File: config.mk
export PLATFORM = sky130hd
export DESIGN_NAME = cdc_bus_arbiter_flat
export DESIGN_NICKNAME = d
export VERILOG_FILES = /design/src/rtl/cdc_bus_arbiter_if.sv /design/src/rtl/cdc_bus_arbiter.sv /design/src/flat_wrapper.sv
export SDC_FILE = /design/constraint.sdc
export NUM_CORES = 1
export LEC_CHECK = 0
export BUFFER_PORTS_ARGS = -buffer_cell sky130_fd_sc_hd__buf_2
export CAP_MARGIN = 25
export CORE_MARGIN = 8
export CORE_UTILIZATION = 50
export DETAILED_ROUTE_END_ITERATION = 10
export HOLD_SLACK_MARGIN = 0.06
export PLACE_DENSITY = 0.89
export SLEW_MARGIN = 20
export SYNTH_ARGS = -nofsm -noshare
export SYNTH_HDL_FRONTEND = slang
export SYNTH_SLANG_ARGS = --single-unit
File: constraint.sdc
create_clock -name clk -period 4.66 [get_ports clk]
set_clock_uncertainty 0.05 [all_clocks]
set_input_delay 0.699 -clock clk [delete_from_list [all_inputs] [get_ports clk]]
set_output_delay 0.699 -clock clk [all_outputs]
set_load 0.005 [all_outputs]
File: src/rtl/cdc_bus_arbiter_if.sv
// Requester and cdc_bus source-side signals shared by the arbiter and its users.
//   req_i          per-requester request level, held until the matching ack
//   req_data_i     packed requester words, requester k at [k*pDATA_WIDTH +: pDATA_WIDTH]
//   req_ack_o      one-hot, one-cycle acceptance strobe
//   cdc_pulse_o    launch pulse to cdc_bus src_pulse
//   cdc_data_o     launch data to cdc_bus src_data
//   cdc_overflow_i cdc_bus src_overflow
// slave  = arbiter side, master = requesters / channel side.
interface cdc_bus_arbiter_if #(
  parameter int unsigned pNUM_REQ    = 4,
  parameter int unsigned pDATA_WIDTH = 8
);
  logic [pNUM_REQ-1:0]             req_i;
  logic [pNUM_REQ*pDATA_WIDTH-1:0] req_data_i;
  logic [pNUM_REQ-1:0]             req_ack_o;
  logic                            cdc_pulse_o;
  logic [pDATA_WIDTH-1:0]          cdc_data_o;
  logic                            cdc_overflow_i;

  modport slave (
    input  req_i, req_data_i, cdc_overflow_i,
    output req_ack_o, cdc_pulse_o, cdc_data_o
  );

  modport master (
    output req_i, req_data_i, cdc_overflow_i,
    input  req_ack_o, cdc_pulse_o, cdc_data_o
  );
endinterface

File: src/rtl/cdc_bus_arbiter.sv
// Round-robin scheduler sharing one cdc_bus channel among pNUM_REQ requesters.
// Each launch is a single-cycle pulse plus captured data, followed by a
// programmable quiet gap; a channel overflow report parks the block in HALT.
// Ports:
//   clk, reset_n     source-domain clock, async active-low reset
//   bus              requester / cdc_bus handshake signals (slave modport)
//   cfg_gap_i        quiet cycles after each launch (0 behaves as 1)
//   error_clear_i    request to leave HALT
//   grant_id_o       index of the last granted requester
//   busy_o           high in any state other than IDLE
//   error_o          high while in HALT
//   launch_count_o   launches since reset, wraps modulo 2^16
module cdc_bus_arbiter #(
  parameter int unsigned pNUM_REQ    = 4,
  parameter int unsigned pDATA_WIDTH = 8,
  parameter int unsigned pGAP_WIDTH  = 6
) (
  input  logic                        clk,
  input  logic                        reset_n,
  cdc_bus_arbiter_if.slave            bus,
  input  logic [pGAP_WIDTH-1:0]       cfg_gap_i,
  input  logic                        error_clear_i,
  output logic [$clog2(pNUM_REQ)-1:0] grant_id_o,
  output logic                        busy_o,
  output logic                        error_o,
  output logic [15:0]                 launch_count_o
);

  localparam int unsigned IDW  = $clog2(pNUM_REQ);
  localparam int unsigned CNTW = 16;
  localparam logic [IDW-1:0] PTR_RST = IDW'(pNUM_REQ - 1);

  typedef enum logic [1:0] {
    ST_IDLE   = 2'd0,
    ST_LAUNCH = 2'd1,
    ST_GAP    = 2'd2,
    ST_HALT   = 2'd3
  } state_t;

  state_t                  r_state;
  state_t                  w_state_nxt;
  logic [IDW-1:0]          r_ptr;
  logic [IDW-1:0]          r_grant;
  logic [pGAP_WIDTH-1:0]   r_gap_cnt;
  logic [CNTW-1:0]         r_count;
  logic [pDATA_WIDTH-1:0]  r_data;
  logic [pNUM_REQ-1:0]     r_ack;
  logic                    r_pulse;
  logic                    r_busy;
  logic                    r_error;

  logic                    w_any;
  logic [IDW-1:0]          w_winner;
  logic [IDW-1:0]          w_idx;
  logic [IDW-1:0]          w_ptr_nxt;
  logic [IDW-1:0]          w_grant_nxt;
  logic [pGAP_WIDTH-1:0]   w_gap_nxt;
  logic [CNTW-1:0]         w_count_nxt;
  logic [pDATA_WIDTH-1:0]  w_data_nxt;
  logic [pNUM_REQ-1:0]     w_ack_nxt;
  logic                    w_pulse_nxt;
  logic                    w_busy_nxt;
  logic                    w_error_nxt;

  // Round-robin pick: first pending request scanning upward from r_ptr+1 with wrap.
  always_comb begin : pick_winner
    w_any    = 1'b0;
    w_winner = r_ptr;
    w_idx    = '0;
    for (int unsigned i = 1; i <= pNUM_REQ; i++) begin
      w_idx = IDW'((32'(r_ptr) + i) % pNUM_REQ);
      if (!w_any && bus.req_i[w_idx]) begin
        w_any    = 1'b1;
        w_winner = w_idx;
      end
    end
  end

  // State and registered outputs.
  always_ff @(posedge clk or negedge reset_n) begin : state_reg
    if (!reset_n) begin
      r_state   <= ST_IDLE;
      r_ptr     <= PTR_RST;
      r_grant   <= '0;
      r_gap_cnt <= '0;
      r_count   <= '0;
      r_data    <= '0;
      r_ack     <= '0;
      r_pulse   <= 1'b0;
      r_busy    <= 1'b0;
      r_error   <= 1'b0;
    end else begin
      r_state   <= w_state_nxt;
      r_ptr     <= w_ptr_nxt;
      r_grant   <= w_grant_nxt;
      r_gap_cnt <= w_gap_nxt;
      r_count   <= w_count_nxt;
      r_data    <= w_data_nxt;
      r_ack     <= w_ack_nxt;
      r_pulse   <= w_pulse_nxt;
      r_busy    <= w_busy_nxt;
      r_error   <= w_error_nxt;
    end
  end

  // Next-state logic; overflow always wins over launching or finishing a gap.
  always_comb begin : next_state
    w_state_nxt = r_state;
    case (r_state)
      ST_IDLE: begin
        if (bus.cdc_overflow_i) begin
          w_state_nxt = ST_HALT;
        end else if (w_any) begin
          w_state_nxt = ST_LAUNCH;
        end
      end
      ST_LAUNCH: w_state_nxt = ST_GAP;
      ST_GAP: begin
        if (bus.cdc_overflow_i) begin
          w_state_nxt = ST_HALT;
        end else if (r_gap_cnt <= pGAP_WIDTH'(1)) begin
          w_state_nxt = ST_IDLE;
        end
      end
      ST_HALT: begin
        if (error_clear_i && !bus.cdc_overflow_i) begin
          w_state_nxt = ST_IDLE;
        end
      end
      default: w_state_nxt = ST_IDLE;
    endcase
  end

  // Next values for the output and datapath registers.
  always_comb begin : output_next
    w_pulse_nxt = 1'b0;
    w_ack_nxt   = '0;
    w_data_nxt  = r_data;
    w_grant_nxt = r_grant;
    w_ptr_nxt   = r_ptr;
    w_gap_nxt   = r_gap_cnt;
    w_count_nxt = r_count;
    w_busy_nxt  = (w_state_nxt != ST_IDLE);
    w_error_nxt = (w_state_nxt == ST_HALT);

    // Capture the winner on entry to LAUNCH so pulse, ack and data appear together.
    if (r_state == ST_IDLE && w_state_nxt == ST_LAUNCH) begin
      w_pulse_nxt          = 1'b1;
      w_ack_nxt[w_winner]  = 1'b1;
      w_data_nxt           = bus.req_data_i[32'(w_winner) * pDATA_WIDTH +: pDATA_WIDTH];
      w_grant_nxt          = w_winner;
      w_ptr_nxt            = w_winner;
    end

    // Gap length is sampled only while LAUNCH is active; zero is stretched to one.
    if (r_state == ST_LAUNCH) begin
      w_count_nxt = r_count + CNTW'(1);
      w_gap_nxt   = (cfg_gap_i == '0) ? pGAP_WIDTH'(1) : cfg_gap_i;
    end else if (r_state == ST_GAP && r_gap_cnt != '0) begin
      w_gap_nxt = r_gap_cnt - pGAP_WIDTH'(1);
    end
  end

  assign bus.cdc_pulse_o = r_pulse;
  assign bus.cdc_data_o  = r_data;
  assign bus.req_ack_o   = r_ack;
  assign grant_id_o      = r_grant;
  assign busy_o          = r_busy;
  assign error_o         = r_error;
  assign launch_count_o  = r_count;

endmodule
File: src/flat_wrapper.sv
// flat-port wrapper written by rule: the top's interface ports become plain ports
module cdc_bus_arbiter_flat 
#(
  parameter int unsigned pNUM_REQ    = 4,
  parameter int unsigned pDATA_WIDTH = 8,
  parameter int unsigned pGAP_WIDTH  = 6
)
  (clk, reset_n, cfg_gap_i, error_clear_i, grant_id_o, busy_o, error_o, launch_count_o, bus_req_i, bus_req_data_i, bus_cdc_overflow_i, bus_req_ack_o, bus_cdc_pulse_o, bus_cdc_data_o);
  cdc_bus_arbiter_if #(.pNUM_REQ(pNUM_REQ), .pDATA_WIDTH(pDATA_WIDTH)) bus_i ();
  input  logic clk;
  input  logic reset_n;
  input  logic [pGAP_WIDTH-1:0] cfg_gap_i;
  input  logic error_clear_i;
  output logic [$clog2(pNUM_REQ)-1:0] grant_id_o;
  output logic busy_o;
  output logic error_o;
  output logic [15:0] launch_count_o;
  input wire logic [$bits(bus_i.req_i)-1:0] bus_req_i;
  input wire logic [$bits(bus_i.req_data_i)-1:0] bus_req_data_i;
  input wire logic [$bits(bus_i.cdc_overflow_i)-1:0] bus_cdc_overflow_i;
  output wire logic [$bits(bus_i.req_ack_o)-1:0] bus_req_ack_o;
  output wire logic [$bits(bus_i.cdc_pulse_o)-1:0] bus_cdc_pulse_o;
  output wire logic [$bits(bus_i.cdc_data_o)-1:0] bus_cdc_data_o;
  assign bus_i.req_i = bus_req_i;
  assign bus_i.req_data_i = bus_req_data_i;
  assign bus_i.cdc_overflow_i = bus_cdc_overflow_i;
  assign bus_req_ack_o = bus_i.req_ack_o;
  assign bus_cdc_pulse_o = bus_i.cdc_pulse_o;
  assign bus_cdc_data_o = bus_i.cdc_data_o;
  cdc_bus_arbiter #(.pNUM_REQ(pNUM_REQ), .pDATA_WIDTH(pDATA_WIDTH), .pGAP_WIDTH(pGAP_WIDTH)) u_core (.clk(clk), .reset_n(reset_n), .bus(bus_i), .cfg_gap_i(cfg_gap_i), .error_clear_i(error_clear_i), .grant_id_o(grant_id_o), .busy_o(busy_o), .error_o(error_o), .launch_count_o(launch_count_o));
endmodule
======== Word-level counts from Yosys, hierarchy flattened ========
Cells that the tools add are included.
operators by class
  $add $sub $neg .......................... 6
  multiply operators ...................... 0
  divide/modulo/power cells ............... 0
  magnitude comparators ................... 7
  equal/unequal tests ..................... 5
  shifts and indexed selects .............. 1
  muxes and demuxes ....................... 29
  bitwise logic cells ..................... 0
  reductions and logical operators ........ 16
operators with widths
  kind                                                                                  number
  32-bit by 6-bit indexed part select with 8-bit output                                 1
  2-bit two-way mux                                                                     9
  6-bit two-way mux                                                                     3
  16-bit by 1-bit adder with 16-bit output (second input constant)                      1
  2-bit by 3-bit less-than comparator with 1-bit output (second input constant)         5
  1-bit two-way mux                                                                     10
  1-bit binary-select mux with 2-bit select                                             4
  2-bit one-hot mux with 4 select lines                                                 1
  1-bit logical AND                                                                     7
  2-bit == test (second input constant)                                                 3
  6-bit by 1-bit <= comparator with 1-bit output (second input constant)                1
  6-bit zero test                                                                       1
  6-bit nonzero test                                                                    1
  6-bit by 1-bit subtractor with 6-bit output (second input constant)                   1
  2-bit by 1-bit adder with 2-bit output (second input constant)                        2
  2-bit adder (second input constant)                                                   2
  2-bit by 1-bit == test with 1-bit output (second input constant)                      2
  1-bit zero test                                                                       4
  4-bit two-way mux                                                                     1
  2-bit nonzero test                                                                    2
  1-bit demux with 2-bit select                                                         1
  2-bit by 1-bit greater-or-equal comparator with 1-bit output (second input constant)  1
  2-bit zero test                                                                       1
storage, ports and cells
  register bits ........................... 43
  latch bits .............................. 0
  RAM bits ................................ 0
  ROM bits ................................ 0
  input port bits ......................... 46
  memories ................................ 0

======== Depth between registers and ports, before layout ========
  depth after elaboration ................. 19
  mapped depth ............................ 7

======== Least setup slack after synthesis ========
No wires, ideal clock.
  kind .................................... input to register
  start point ............................. input bus_req_i[3]
  end point ............................... register u_core.r_grant[0] (netlist: u_core.grant_id_o[0])
  setup time .............................. 0.125 ns
  arrival ................................. 1.754 ns
  required time ........................... 4.485 ns
  path slack .............................. 2.731 ns
  stages .................................. 5
  path through ............................ nor2b_1 a21o_1 a221o_1 buf_6 mux2_2
between the ends
  cells in the longest elaborated chain, start to end .. 17
RTL lines
  what                                       RTL line                text
  start: declaration                         flat_wrapper.sv:18      input wire logic [$bits(bus_i.req_i)-1:0] bus_req_i;
  1-bit binary-select mux with 2-bit select  cdc_bus_arbiter.sv:72   if (!w_any && bus.req_i[w_idx]) begin
  1-bit two-way mux (not written as such)    cdc_bus_arbiter.sv:72
  1-bit two-way mux                          cdc_bus_arbiter.sv:72
  1-bit zero test                            cdc_bus_arbiter.sv:72
  1-bit logical AND                          cdc_bus_arbiter.sv:72
  1-bit two-way mux                          cdc_bus_arbiter.sv:72
  1-bit zero test                            cdc_bus_arbiter.sv:72
  1-bit logical AND                          cdc_bus_arbiter.sv:72
  1-bit two-way mux                          cdc_bus_arbiter.sv:72
  1-bit zero test                            cdc_bus_arbiter.sv:72
  1-bit logical AND                          cdc_bus_arbiter.sv:72
  1-bit two-way mux                          cdc_bus_arbiter.sv:72
  2-bit two-way mux                          cdc_bus_arbiter.sv:113  end else if (w_any) begin
  2-bit two-way mux                          cdc_bus_arbiter.sv:111  if (bus.cdc_overflow_i) begin
  2-bit one-hot mux with 4 select lines      cdc_bus_arbiter.sv:109  case (r_state)
  2-bit by 1-bit == test with 1-bit output   cdc_bus_arbiter.sv:147  if (r_state == ST_IDLE && w_state_nxt == ST_LAUNCH) begin
  1-bit logical AND                          cdc_bus_arbiter.sv:147
  end signal: assignment                     cdc_bus_arbiter.sv:95   r_grant <= w_grant_nxt;
  end: declaration                           cdc_bus_arbiter.sv:43   logic [IDW-1:0] r_grant;
Parallel ways exist; a longest one is shown, timed or not. The select of a mux whose other input is x is not followed.
A chain may end at the register's enable or synchronous reset.

======== Final worst setup path ========
  start point ............................. register u_core.r_ptr[0]
  end point ............................... register u_core.r_data[3] (netlist: u_core.bus.cdc_data_o[3])
between the ends
  cells in the longest elaborated chain, start to end .. 18
RTL lines
  what                                       RTL line                text
  start: declaration                         cdc_bus_arbiter.sv:42   logic [IDW-1:0] r_ptr;
  start signal: assignment                   cdc_bus_arbiter.sv:94   r_ptr <= w_ptr_nxt;
  2-bit by 1-bit adder with 2-bit output     cdc_bus_arbiter.sv:71   w_idx = IDW'((32'(r_ptr) + i) % pNUM_REQ);
  1-bit binary-select mux with 2-bit select  cdc_bus_arbiter.sv:72
  1-bit two-way mux (not written as such)    cdc_bus_arbiter.sv:72
  1-bit two-way mux                          cdc_bus_arbiter.sv:72
  1-bit zero test                            cdc_bus_arbiter.sv:72
  1-bit logical AND                          cdc_bus_arbiter.sv:72
  1-bit two-way mux                          cdc_bus_arbiter.sv:72
  1-bit zero test                            cdc_bus_arbiter.sv:72
  (+2 left out)                              -
  1-bit zero test                            cdc_bus_arbiter.sv:72
  1-bit logical AND                          cdc_bus_arbiter.sv:72
  1-bit two-way mux                          cdc_bus_arbiter.sv:72
  2-bit two-way mux                          cdc_bus_arbiter.sv:113
  2-bit two-way mux                          cdc_bus_arbiter.sv:111
  2-bit one-hot mux with 4 select lines      cdc_bus_arbiter.sv:109
  2-bit by 1-bit == test with 1-bit output   cdc_bus_arbiter.sv:147
  1-bit logical AND                          cdc_bus_arbiter.sv:147
  end signal: assignment                     cdc_bus_arbiter.sv:98   r_data <= w_data_nxt;
  end: declaration                           cdc_bus_arbiter.sv:46   logic [pDATA_WIDTH-1:0] r_data;
Parallel ways exist; a longest one is shown, timed or not. The select of a mux whose other input is x is not followed.

==> report_table.html <==
<table>
<tr><th>Metric</th><th>Value</th></tr>
<tr><th colspan="2">Flow run</th></tr>
<tr><td>Count of maximum capacitance violations</td><td>0</td></tr>
<tr><th colspan="2">Floorplan</th></tr>
<tr><td>Vert. Die Dim</td><td>82.57 um</td></tr>
<tr><td>Die footprint</td><td>0.006818 sq mm</td></tr>
<tr><td>Starting density of the core</td><td>0.5124</td></tr>
<tr><td>Std cell rows</td><td>24</td></tr>
<tr><td>Area inside the core boundary</td><td>0.004324 sq mm</td></tr>
<tr><td>IO Count</td><td>79</td></tr>
<tr><td>Width of the die</td><td>82.57 um</td></tr>
<tr><th colspan="2">Synthesis</th></tr>
<tr><td>Adder-Cell Fraction of Synth Area</td><td>0.02259</td></tr>
<tr><td>Synth Area in Simple Gates</td><td>0.1846</td></tr>
<tr><td>Net count after synthesis</td><td>265</td></tr>
<tr><td>Seq/Total Area, Yosys</td><td>0.4867</td></tr>
<tr><td>Largest family of logic cells by synthesized area</td><td>simple AND/OR/NAND/NOR gates</td></tr>
<tr><td>Gate count of the mapped netlist</td><td>215</td></tr>
<tr><td>Synth Register Bits</td><td>43</td></tr>
<tr><td>Number of unique standard cell types used by synthesis</td><td>38</td></tr>
<tr><td>Compound-cell area share of the yosys netlist</td><td>0.1688</td></tr>
<tr><td>Most instantiated flip-flop cell in the synthesis netlist</td><td>dfrtp_1</td></tr>
<tr><td>Proportion of register bits with asynchronous set or reset after synthesis</td><td>1.000</td></tr>
<tr><td>Average size of a mapped cell</td><td>10.31 sq um</td></tr>
<tr><td>Number of flops mapped to enable cells by yosys</td><td>0</td></tr>
<tr><td>Number of warnings issued by yosys</td><td>0</td></tr>
<tr><td>Cell Area, Synth</td><td>0.002216 sq mm</td></tr>
<tr><td>Mux cell area share after synthesis</td><td>0.02033</td></tr>
<tr><td>Xor and xnor fraction of the mapped netlist area</td><td>0.07905</td></tr>
<tr><th colspan="2">Timing</th></tr>
<tr><td>Pins over their slew limit</td><td>0</td></tr>
<tr><td>Relative slew margins</td><td>0.4634</td></tr>
<tr><td>Post-layout min period</td><td>2.255 ns</td></tr>
<tr><td>Peak clock frequency supported by timing</td><td>443.5 MHz</td></tr>
<tr><td>Final-report setup violation count</td><td>0</td></tr>
<tr><td>Final hold viol count</td><td>0</td></tr>
<tr><td>Ratio of final minimum period to clock period</td><td>0.4839</td></tr>
<tr><td>Worst-Margin Slew</td><td>0.8049 ns</td></tr>
<tr><td>Setup repair after global routing missed its margin</td><td>false</td></tr>
<tr><td>Total negative slack</td><td>0 ns</td></tr>
<tr><th colspan="2">Clocking</th></tr>
<tr><td>Buffer levels on the longest clock path</td><td>2</td></tr>
<tr><td>Root buf cell</td><td>clkbuf_8</td></tr>
<tr><td>Resize count post-CTS</td><td>0</td></tr>
<tr><td>Cts-stage hold buffer count</td><td>0</td></tr>
<tr><td>Clock network latency to the later pin of the worst-skew pair</td><td>0.29 ns</td></tr>
<tr><td>CTS Sinks</td><td>43</td></tr>
<tr><td>Setup bufs post-CTS</td><td>0</td></tr>
<tr><td>Inserted Clock Buffers</td><td>5</td></tr>
<tr><td>Count of H-tree levels built during CTS</td><td>2</td></tr>
<tr><td>Clock tree from TritonCTS</td><td>yes</td></tr>
<tr><td>Clock transition at the register clock pins on the worst setup and hold paths after CTS</td><td>0.08 ns</td></tr>
<tr><th colspan="2">Setup path</th></tr>
<tr><td>Slowest cell on crit path</td><td>dfstp_2</td></tr>
<tr><td>Arr. time, crit path</td><td>2.35 ns</td></tr>
<tr><td>CP startpoint kind</td><td>flip-flop</td></tr>
<tr><td>CP Class</td><td>reg -&gt; reg</td></tr>
<tr><td>Register-to-register setup slack</td><td>2.40 ns</td></tr>
<tr><td>Worst EP required</td><td>4.75 ns</td></tr>
<tr><td>Largest stage delay, worst path</td><td>0.59 ns</td></tr>
<tr><td>Critical path, cell by cell</td><td>nor2b_1 &gt; o21ai_2 &gt; nand2_2 &gt; a211oi_1 &gt; o31ai_1</td></tr>
<tr><td>Maximum net fanout on the critical path</td><td>18</td></tr>
<tr><td>Endpoint kind of the worst setup timing path</td><td>flip-flop</td></tr>
<tr><th colspan="2">Route</th></tr>
<tr><td>Met2 Wirelength</td><td>2642 um</td></tr>
<tr><td>Total length of routed wires</td><td>5223 um</td></tr>
<tr><td>DRC</td><td>0</td></tr>
<tr><td>Pre-Repair DR Iteration Count</td><td>4</td></tr>
<tr><td>WL per Instance</td><td>15.14 um</td></tr>
<tr><td>Length of routed wiring on met1</td><td>2247 um</td></tr>
<tr><td>Antenna-violating nets left</td><td>0</td></tr>
<tr><td>Wire length on met3</td><td>268 um</td></tr>
<tr><td>Top layer reached by signal wires</td><td>met4</td></tr>
<tr><td>Drt via density</td><td>5.351</td></tr>
<tr><td>1st-iter DRT viols</td><td>99</td></tr>
<tr><td>Total number of vias</td><td>1,846</td></tr>
<tr><th colspan="2">Global routing</th></tr>
<tr><td>Vias in the first global route</td><td>1,870</td></tr>
<tr><td>Pin count of the biggest net entering global routing</td><td>44</td></tr>
<tr><td>Total congestion overflow after global routing</td><td>0</td></tr>
<tr><td>Total GRT Usage</td><td>0.1531</td></tr>
<tr><td>Antenna violations before repair</td><td>0</td></tr>
<tr><td>First-pass GRT wire length</td><td>8252 um</td></tr>
<tr><th colspan="2">Cells and area</th></tr>
<tr><td>Area growth, synth to finish</td><td>22.98%</td></tr>
<tr><td>Final antenna diode count</td><td>0</td></tr>
<tr><td>Sequential cell area in the final layout</td><td>0.001079 sq mm</td></tr>
<tr><td>Fraction of layout cells with a size suffix above 1</td><td>0.3618</td></tr>
<tr><td>Final instance count without filler cells</td><td>345</td></tr>
<tr><td>Multi-input gate area in the final layout</td><td>0.001054 sq mm</td></tr>
<tr><td>Final-layout fill cell count</td><td>379</td></tr>
<tr><td>Cell area after layout</td><td>0.002725 sq mm</td></tr>
<tr><td># nets final</td><td>343</td></tr>
<tr><th colspan="2">Pwr</th></tr>
<tr><td>Worst ir drop on vdd</td><td>288.1 uV</td></tr>
<tr><td>Total power density per cell area</td><td>511.5 mW/mm^2</td></tr>
<tr><td>Total power after layout</td><td>1.394 mW</td></tr>
<tr><td>Leakage component of the power</td><td>1.370 nW</td></tr>
<tr><th colspan="2">Placement</th></tr>
<tr><td>Instance area at placement</td><td>0.002618 sq mm</td></tr>
<tr><td>Cell total after placement</td><td>337</td></tr>
<tr><td>Estimated wirelength of the detail-placed design</td><td>3953 um</td></tr>
<tr><td>Placer Congestion</td><td>0.8315</td></tr>
<tr><td>Number of input and output port buffers inserted</td><td>78</td></tr>
<tr><th colspan="2">Worst hold path</th></tr>
<tr><td>Worst hold path type</td><td>in -&gt; async</td></tr>
<tr><th colspan="2">Status</th></tr>
<tr><td>Outcome</td><td>completed</td></tr>
</table>
-- cell usage in the layout (no fill, tap or decap), types with 3 or more instances in the layout --
master    netlist  layout
a211oi_1       10      10
a211oi_2        6       6
a21oi_1         4       4
and3_1         19      19
buf_2           4      78
clkbuf_8        0       6
dfrtp_1        41      41
ha_1            4       4
inv_1           5       5
mux2_2          4       4
nand2_1        25      25
nand2b_1        3       3
nand3_1         6       6
nand4_1         3       3
nor2_1         11      11
nor3_1          6       6
o21ai_0         9       9
o31ai_1         9       9
xnor2_1        12      12
xor2_1          8       8
-- power breakdown --
part / switching (mW) / internal [mW] / leakage [nW]
registers: 0.104 / 0.491 / 0.545
logic: 0.308 / 0.252 / 0.777
clock network: 0.122 / 0.116 / 0.0470
-- kinds of logic after synthesis --
group                    count (synthesis)
AO/OA/AOI/OAI                           47
flip-flops                              43
XOR/XNOR                                20
buffers and inverters                   15
adder cells (fa/ha/maj)                  4
AND/OR/NAND/NOR                         82
multiplexers                             4
-- stage by stage --
step                      setup WS (ns)  utilization  hold WS [ns]
after floorplan                   2.731            -        0.3534
after global placement            2.209       0.6053        0.4043
after detailed placement          2.145       0.6053        0.4122
after CTS                         2.455       0.6256        0.4228
after global routing              2.228       0.6302        0.2713
final                             2.405       0.6302        0.2517
-- critical path, delay by kind of cell, from the launching register on --
family          cells  cell delay (ns)
compound gates      3             0.96
flops               1             0.59
simple gates        2             0.49
-- flip-flops by register name, summed over array words and instances (netlist names) --
name and cells:
u_core.error_o 1, u_core.bus.req_ack_o 4, u_core.bus.cdc_data_o 8, u_core.busy_o 1
u_core.r_state 2, u_core.grant_id_o 2, u_core.r_gap_cnt 6, u_core.launch_count_o 16
u_core.bus.cdc_pulse_o 1, u_core.r_ptr 2
-- cell usage after synthesis (3+ instances only) --
cell | n | area, sq um
dfrtp_1 | 41 | 1026
a21oi_1 | 4 | 20.02
nand2_1 | 25 | 93.84
nand4_1 | 3 | 18.77
nand3_1 | 6 | 30.03
o31ai_1 | 9 | 67.56
inv_1 | 5 | 18.77
buf_2 | 4 | 20.02
ha_1 | 4 | 50.05
nor2_1 | 11 | 41.29
mux2_2 | 4 | 45.04
nand2b_1 | 3 | 18.77
a211oi_1 | 10 | 75.07
o21ai_0 | 9 | 45.04
xor2_1 | 8 | 70.07
and3_1 | 19 | 118.9
xnor2_1 | 12 | 105.1
a211oi_2 | 6 | 75.07
buf_6 | 3 | 33.78
nor3_1 | 6 | 30.03
-- path summary, 6_finish.rpt --
kind                                                          to  depth (start not counted)                                  start
setup / recovery            u_core.bus.cdc_data_o[3]$_DFFE_PN0P_                          5            u_core.r_ptr[0]$_DFFE_PN1P_
hold / removal                   u_core.r_gap_cnt[4]$_DFFE_PN0P_                          1                                reset_n
setup reg to reg            u_core.bus.cdc_data_o[3]$_DFFE_PN0P_                          5            u_core.r_ptr[0]$_DFFE_PN1P_
hold reg to reg            u_core.launch_count_o[15]$_DFFE_PN0P_                          1  u_core.launch_count_o[15]$_DFFE_PN0P_
max in group asynchronous            u_core.r_ptr[1]$_DFFE_PN1P_                          2                                reset_n
min in group clk           u_core.launch_count_o[15]$_DFFE_PN0P_                          1  u_core.launch_count_o[15]$_DFFE_PN0P_
-- layout make-up --
cell class,instances,share of cell area
clock inverters,1,0.001837
repair buffers,80,0.1534
clock buffers,6,0.03030
flip-flops and latches,43,0.3958
inverters,6,0.008264
multi-input cells,157,0.3866
well taps,52,0.02388
-- layer usage --
metal,vias to the layer above,GRT usage
li1,914,-
met1,888,0.1843
met2,38,0.2569
met3,6,0.03463
met4,0,0.06552
met5,-,0
Note: power is estimated with default switching activity, not from simulation.
